File: src/rtl/binary_to_bcd_converter_pkg.sv
// Shared definitions for the sequential double-dabble binary-to-BCD converter:
// FSM state encoding, digit geometry and the add-3 adjustment constants.
package binary_to_bcd_converter_pkg;

    localparam int unsigned BCD_DIGIT_WIDTH  = 4;
    localparam int unsigned ADJUST_THRESHOLD = 5;
    localparam int unsigned ADJUST_VALUE     = 3;

    typedef enum logic [1:0] {
        IDLE  = 2'd0,
        ADD   = 2'd1,
        SHIFT = 2'd2,
        DONE  = 2'd3
    } state_t;

    // True when 'digits' decimal digits can represent every 'width'-bit unsigned value.
    function automatic bit digits_cover_width(input int unsigned width, input int unsigned digits);
        longint unsigned max_value;
        longint unsigned decimal_range;
        max_value     = (64'd1 << width) - 64'd1;
        decimal_range = 64'd1;
        for (int unsigned i = 0; i < digits; i++) begin
            decimal_range = decimal_range * 64'd10;
        end
        return decimal_range > max_value;
    endfunction

endpackage

File: src/rtl/binary_to_bcd_converter_digit_adjust.sv
// Double-dabble digit correction: a BCD digit of 5 or more gets 3 added so
// that the following left shift carries correctly into the next decimal digit.
module bcd_digit_adjust
    import binary_to_bcd_converter_pkg::*;
(
    input  logic [BCD_DIGIT_WIDTH-1:0] digit_in,
    output logic [BCD_DIGIT_WIDTH-1:0] digit_out
);

    always_comb begin
        digit_out = digit_in;
        if (digit_in >= BCD_DIGIT_WIDTH'(ADJUST_THRESHOLD)) begin
            digit_out = digit_in + BCD_DIGIT_WIDTH'(ADJUST_VALUE);
        end
    end

endmodule

File: src/rtl/binary_to_bcd_converter.sv
// Sequential double-dabble converter with start/busy/done handshake; alternates
// ADD and SHIFT phases once per input bit and publishes the result in DONE.
module binary_to_bcd_converter
    import binary_to_bcd_converter_pkg::*;
#(
    parameter int unsigned INPUT_WIDTH = 8,
    parameter int unsigned DIGITS      = 3
) (
    input  logic                                i_CLK,
    input  logic                                i_RST,
    input  logic                                i_START,
    input  logic [INPUT_WIDTH-1:0]              i_BINARY,
    output logic [BCD_DIGIT_WIDTH*DIGITS-1:0]   o_BCD,
    output logic                                o_BUSY,
    output logic                                o_DONE
);

    localparam int unsigned BCD_W = BCD_DIGIT_WIDTH * DIGITS;
    localparam int unsigned CNT_W = $clog2(INPUT_WIDTH + 1);

    generate
        if (!digits_cover_width(INPUT_WIDTH, DIGITS)) begin : g_bad_digits
            $error("DIGITS too small to represent every INPUT_WIDTH-bit value");
        end
    endgenerate

    state_t             state_q;
    state_t             state_d;
    logic [INPUT_WIDTH-1:0] binary_q;
    logic [BCD_W-1:0]   scratch_q;
    logic [BCD_W-1:0]   scratch_adjusted;
    logic [BCD_W-1:0]   scratch_shifted;
    logic [CNT_W-1:0]   bit_count_q;
    logic               last_shift;

    generate
        for (genvar k = 0; k < DIGITS; k++) begin : g_adjust
            bcd_digit_adjust u_adjust (
                .digit_in  (scratch_q[BCD_DIGIT_WIDTH*k +: BCD_DIGIT_WIDTH]),
                .digit_out (scratch_adjusted[BCD_DIGIT_WIDTH*k +: BCD_DIGIT_WIDTH])
            );
        end
    endgenerate

    assign scratch_shifted = {scratch_q[BCD_W-2:0], binary_q[INPUT_WIDTH-1]};
    assign last_shift      = (bit_count_q == CNT_W'(1));

    always_ff @(posedge i_CLK or posedge i_RST) begin
        if (i_RST) begin
            state_q <= IDLE;
        end else begin
            state_q <= state_d;
        end
    end

    always_comb begin
        state_d = state_q;
        case (state_q)
            IDLE:    if (i_START) state_d = ADD;
            ADD:     state_d = SHIFT;
            SHIFT:   state_d = last_shift ? DONE : ADD;
            DONE:    state_d = IDLE;
            default: state_d = IDLE;
        endcase
    end

    // o_BCD is loaded only on the final shift so it never exposes partial sums.
    always_ff @(posedge i_CLK or posedge i_RST) begin
        if (i_RST) begin
            binary_q    <= '0;
            scratch_q   <= '0;
            bit_count_q <= '0;
            o_BCD       <= '0;
        end else begin
            case (state_q)
                IDLE: begin
                    if (i_START) begin
                        binary_q    <= i_BINARY;
                        scratch_q   <= '0;
                        bit_count_q <= CNT_W'(INPUT_WIDTH);
                    end
                end
                ADD: begin
                    scratch_q <= scratch_adjusted;
                end
                SHIFT: begin
                    scratch_q   <= scratch_shifted;
                    binary_q    <= {binary_q[INPUT_WIDTH-2:0], 1'b0};
                    bit_count_q <= bit_count_q - CNT_W'(1);
                    if (last_shift) begin
                        o_BCD <= scratch_shifted;
                    end
                end
                default: ;
            endcase
        end
    end

    assign o_BUSY = (state_q != IDLE);
    assign o_DONE = (state_q == DONE);

endmodule

File: config.mk
export PLATFORM = sky130hd
export DESIGN_NAME = binary_to_bcd_converter
export DESIGN_NICKNAME = d
export VERILOG_FILES = /design/src/rtl/binary_to_bcd_converter_pkg.sv /design/src/rtl/binary_to_bcd_converter_digit_adjust.sv /design/src/rtl/binary_to_bcd_converter.sv
export SDC_FILE = /design/constraint.sdc
export NUM_CORES = 1
export LEC_CHECK = 0
export CAP_MARGIN = 0
export CORE_MARGIN = 8
export CORE_UTILIZATION = 40
export CTS_BUF_LIST = sky130_fd_sc_hd__clkbuf_16
export DETAILED_ROUTE_END_ITERATION = 6
export SLEW_MARGIN = 20
export SYNTH_ARGS = -nofsm -noshare
export SYNTH_HDL_FRONTEND = slang
export SYNTH_HIERARCHICAL = 1
export SYNTH_SLANG_ARGS = --single-unit
File: constraint.sdc
create_clock -name i_CLK -period 2.3 [get_ports i_CLK]
set_input_delay 0.575 -clock i_CLK [delete_from_list [all_inputs] [get_ports i_CLK]]
set_output_delay 0.575 -clock i_CLK [all_outputs]
set_load 0.02 [all_outputs]
==> impl_results.html <==
<table>
<tr><th>Metric</th><th>Value</th></tr>
<tr><th colspan="2">Drt</th></tr>
<tr><td>Number of DRC violations after detailed routing</td><td>0</td></tr>
<tr><td>Count of vias placed by the detailed router</td><td>1578</td></tr>
<tr><td>Detailed-route wire length</td><td>4230 um</td></tr>
<tr><td>Antenna viol nets, final</td><td>0</td></tr>
<tr><td>Via/cell ratio</td><td>5.06</td></tr>
<tr><td>Drt pass-1 iters</td><td>4</td></tr>
<tr><td>Iteration-0 DRC Markers</td><td>62</td></tr>
<tr><td>Wire length per cell</td><td>13.6 um</td></tr>
<tr><th colspan="2">CTS</th></tr>
<tr><td>Clock buffer count from CTS</td><td>5</td></tr>
<tr><td>H-tree depth</td><td>2</td></tr>
<tr><td>Maximum clock path buffer count</td><td>2</td></tr>
<tr><td>TritonCTS clock tree</td><td>built</td></tr>
<tr><td>Latest clock arrival within the worst-skew pair</td><td>280 ps</td></tr>
<tr><td>Clock transition at the registers of the reported paths</td><td>60 ps</td></tr>
<tr><td>Number of buffers inserted by hold repair at cts</td><td>0</td></tr>
<tr><td>Master cell of the clock root buffer</td><td>sky130_fd_sc_hd__clkbuf_16</td></tr>
<tr><td>Number of sinks handled by clock tree synthesis</td><td>38</td></tr>
<tr><th colspan="2">STA</th></tr>
<tr><td>Number of hold violations in the final report</td><td>0</td></tr>
<tr><td>Final sum of negative setup slack</td><td>0 ps</td></tr>
<tr><td>Worst slack on hold paths</td><td>505 ps</td></tr>
<tr><td>Post-route fraction of the period consumed by the critical path</td><td>89.9%</td></tr>
<tr><td>Skew final</td><td>3.28 ps</td></tr>
<tr><td>Transition time at the pin with the least slew margin</td><td>1000 ps</td></tr>
<tr><td>Final count of negative-setup-slack endpoints</td><td>0</td></tr>
<tr><td>Maximum achievable frequency</td><td>0.484 GHz</td></tr>
<tr><td>Clock period minus worst slack</td><td>2070 ps</td></tr>
<tr><td>Headroom to the max-slew limit</td><td>31.4%</td></tr>
<tr><td>Pins over their slew limit</td><td>0</td></tr>
<tr><td>Unrepaired setup endpoints after global routing</td><td>no</td></tr>
<tr><th colspan="2">Global route</th></tr>
<tr><td>GRT Residual Overflow</td><td>0</td></tr>
<tr><td>Total Routing Usage GR</td><td>10.8%</td></tr>
<tr><td>Global-route wire length before repair</td><td>7250 um</td></tr>
<tr><td>Antenna violations before repair</td><td>0</td></tr>
<tr><td>Maximum number of pins on one net before global-route repair</td><td>39</td></tr>
<tr><td>Via count of the first global-routing pass</td><td>1528</td></tr>
<tr><th colspan="2">Final layout</th></tr>
<tr><td>Antenna fix cells</td><td>0</td></tr>
<tr><td>Nets</td><td>263</td></tr>
<tr><td>Share of final-layout standard cells stronger than drive strength 1</td><td>13.3%</td></tr>
<tr><td>Commonest non-fill, non-tap cell in the layout</td><td>sky130_fd_sc_hd__dfrtp_1</td></tr>
<tr><td>P&amp;R area growth vs syn</td><td>20.2%</td></tr>
<tr><td>Commonest cells after routing, fill and taps aside</td><td>sky130_fd_sc_hd__dfrtp_1, sky130_fd_sc_hd__nand2_1, sky130_fd_sc_hd__clkdlybuf4s50_1, sky130_fd_sc_hd__o21ai_0, sky130_fd_sc_hd__nand2b_1</td></tr>
<tr><td>Post-route cell area</td><td>2630 um2</td></tr>
<tr><th colspan="2">Die</th></tr>
<tr><td>Die footprint</td><td>8100 um2</td></tr>
<tr><td>Standard-cell rows</td><td>27</td></tr>
<tr><td>Starting Density</td><td>40.5%</td></tr>
<tr><td>Die width</td><td>90.0 um</td></tr>
<tr><td>Number of primary I/O pins</td><td>25</td></tr>
<tr><td>Chip height</td><td>90.0 um</td></tr>
<tr><td>Core Area</td><td>5410 um2</td></tr>
<tr><th colspan="2">Synth</th></tr>
<tr><td>Post-synthesis cell area</td><td>2190 um2</td></tr>
<tr><td>Number of synthesized register bits</td><td>38</td></tr>
<tr><td>Post-synthesis cell count</td><td>215</td></tr>
<tr><td>Most common flop cell mapped by yosys</td><td>sky130_fd_sc_hd__dfrtp_1</td></tr>
<tr><td>Per-instance average area after synthesis</td><td>10.2 um2</td></tr>
<tr><td>Fraction of the yosys area taken by sequential cells</td><td>43.4%</td></tr>
<tr><td>Yosys synthesis warning count</td><td>6</td></tr>
<tr><td>Async set or reset register ratio after synthesis</td><td>100%</td></tr>
<tr><td>EDFF count, synth</td><td>0</td></tr>
<tr><td>Distinct cell type count of the synthesized netlist</td><td>33</td></tr>
<tr><td>Net Count, Synth</td><td>239</td></tr>
<tr><th colspan="2">Placement</th></tr>
<tr><td>Area post-placement</td><td>2470 um2</td></tr>
<tr><td>Port buffer count</td><td>24</td></tr>
<tr><td>Global placer's final weighted congestion</td><td>0.745</td></tr>
<tr><td>DPL Wire Length</td><td>2910 um</td></tr>
<tr><th colspan="2">Setup path</th></tr>
<tr><td>Register-to-register setup slack</td><td>350 ps</td></tr>
<tr><td>Endpoint required time on the critical path</td><td>1730 ps</td></tr>
<tr><td>Arrival time at the worst endpoint</td><td>1490 ps</td></tr>
<tr><td>Endpoint of the worst register-to-register path</td><td>scratch_q[4]$_DFFE_PP0P_</td></tr>
<tr><td>Reg-to-reg startpoint</td><td>state_q[0]$_DFFE_PP0P_</td></tr>
<tr><td>Crit Path Class</td><td>flop to output pin</td></tr>
<tr><td>Endpoint type of the worst setup path</td><td>output pin</td></tr>
<tr><td>Setup crit start kind</td><td>flop</td></tr>
<tr><td>Reg2reg path depth</td><td>5</td></tr>
<tr><td>Maximum fanout encountered on the critical timing path</td><td>5</td></tr>
<tr><th colspan="2">Hold path</th></tr>
<tr><td>Number of stages on the worst hold path</td><td>2</td></tr>
<tr><td>Start point of the worst hold path</td><td>bit_count_q[1]$_DFFE_PP0P_</td></tr>
<tr><td>Endpoint, Worst Hold</td><td>bit_count_q[1]$_DFFE_PP0P_</td></tr>
<tr><td>HP Class</td><td>flop to flop</td></tr>
<tr><th colspan="2">Power</th></tr>
<tr><td>Pwr dens</td><td>1010 nW/um2</td></tr>
<tr><td>P_leak</td><td>1.16 nW</td></tr>
<tr><td>IR drop worst, VDD</td><td>0.564 mV</td></tr>
<tr><th colspan="2">Flow run</th></tr>
<tr><td>Number of violations of the max-capacitance limit</td><td>0</td></tr>
<tr><th colspan="2">Status</th></tr>
<tr><td>Status</td><td>complete, no violations</td></tr>
</table>
[synthesized netlist by cell type (all sizes together) (3+ instances only)]
master	number	area (um2)
dfrtp	38	951
nand2	31	116
o21ai	23	115
nand2b	15	101
ha	13	163
a21oi	12	71.3
a22oi	12	90.1
inv	12	45.0
mux2	12	169
buf	9	78.8
nand3	8	40.0
a221o	6	60.1
mux2i	5	53.8
nor2	4	15.0
clkbuf	3	11.3
xnor2	3	26.3
[stage by stage]
| step | instances | setup slack, ps | power, mW | utilization, % |
|---|---|---|---|---|
| final | 312 | 233 | 2.65 | 48.7 |
| after CTS | 312 | 215 | 2.69 | 48.7 |
| after detailed placement | 304 | 164 | 1.92 | 45.7 |
| after global placement | 304 | 199 | 1.91 | 45.7 |
| after floorplan | 215 | 587 | 1.72 | - |
| after global routing | 312 | 144 | 2.84 | 48.7 |
[per-layer routing]
metal / vias to the layer above / routed length [um] / global-route usage, % / part of all wire (%)
met4: 0 / 73 / 5.41 / 1.7
met5: - / 0 / 0 / 0
li1: 797 / - / - / -
met1: 759 / 2110 / 13.4 / 50
met2: 16 / 1930 / 17.2 / 46
met3: 6 / 116 / 2.49 / 2.7
[sequential cells by signal, summed over array words and instances (netlist names)]
register / cells
binary_q: 8
bit_count_q: 4
o_BCD: 12
scratch_q: 12
state_q: 2
[worst max-delay path, stage by stage (launching register included)]
cell and delay (ps):
sky130_fd_sc_hd__dfrtp_1 400, sky130_fd_sc_hd__inv_1 160, sky130_fd_sc_hd__ha_1 250, sky130_fd_sc_hd__inv_1 80, sky130_fd_sc_hd__dlygate4sd2_1 320
[logic make-up (layout without fill, tap and decap cells)]
family,count (synthesis),after routing,share of synthesized area (%)
xor gates and xnor gates,3,3,1.20
muxes,17,17,10.2
buffers and inverters,24,49,6.17
and+or+nand+nor,64,64,15.1
DFF,38,38,43.4
AOI/OAI and AO/OA,56,56,16.6
adders and majority gates,13,13,7.42
[power breakdown]
part	internal, mW	leakage [nW]	switching, mW
logic	0.400	0.566	0.580
registers	0.797	0.510	0.117
clock network	0.507	0.0836	0.252
[worst max path at each step]
stage | start | end | slack (ps) | depth (start not counted)
after CTS | state_q[1]$_DFFE_PP0P_ | o_DONE | 220 | 2
after global placement | i_START | scratch_q[6]$_DFFE_PP0P_ | 200 | 4
after global routing | state_q[0]$_DFFE_PP0P_ | o_BUSY | 140 | 4
after floorplan | state_q[0]$_DFFE_PP0P_ | o_BUSY | 590 | 5
after detailed placement | i_START | scratch_q[11]$_DFFE_PP0P_ | 160 | 4
final | state_q[0]$_DFFE_PP0P_ | o_BUSY | 230 | 4
[cell type report]
| cell class | instances | area (um2) |
|---|---|---|
| Multi-Input combinational cell | 153 | 1100 |
| Sequential cell | 38 | 951 |
| Fill cell | 505 | 2770 |
| Timing Repair Buffer | 29 | 277 |
| Tap cell | 72 | 90.1 |
| Clock inverter | 3 | 40.0 |
| Inverter | 12 | 45.0 |
| Clock buffer | 5 | 125 |
[repair_timing]
item / in CTS / in global routing
endpoints found under the setup margin: 1 / 0
buffers inserted: 0 / 0
resized for setup: 1 / 0
No activity file was read; power rests on OpenSTA's default activity.
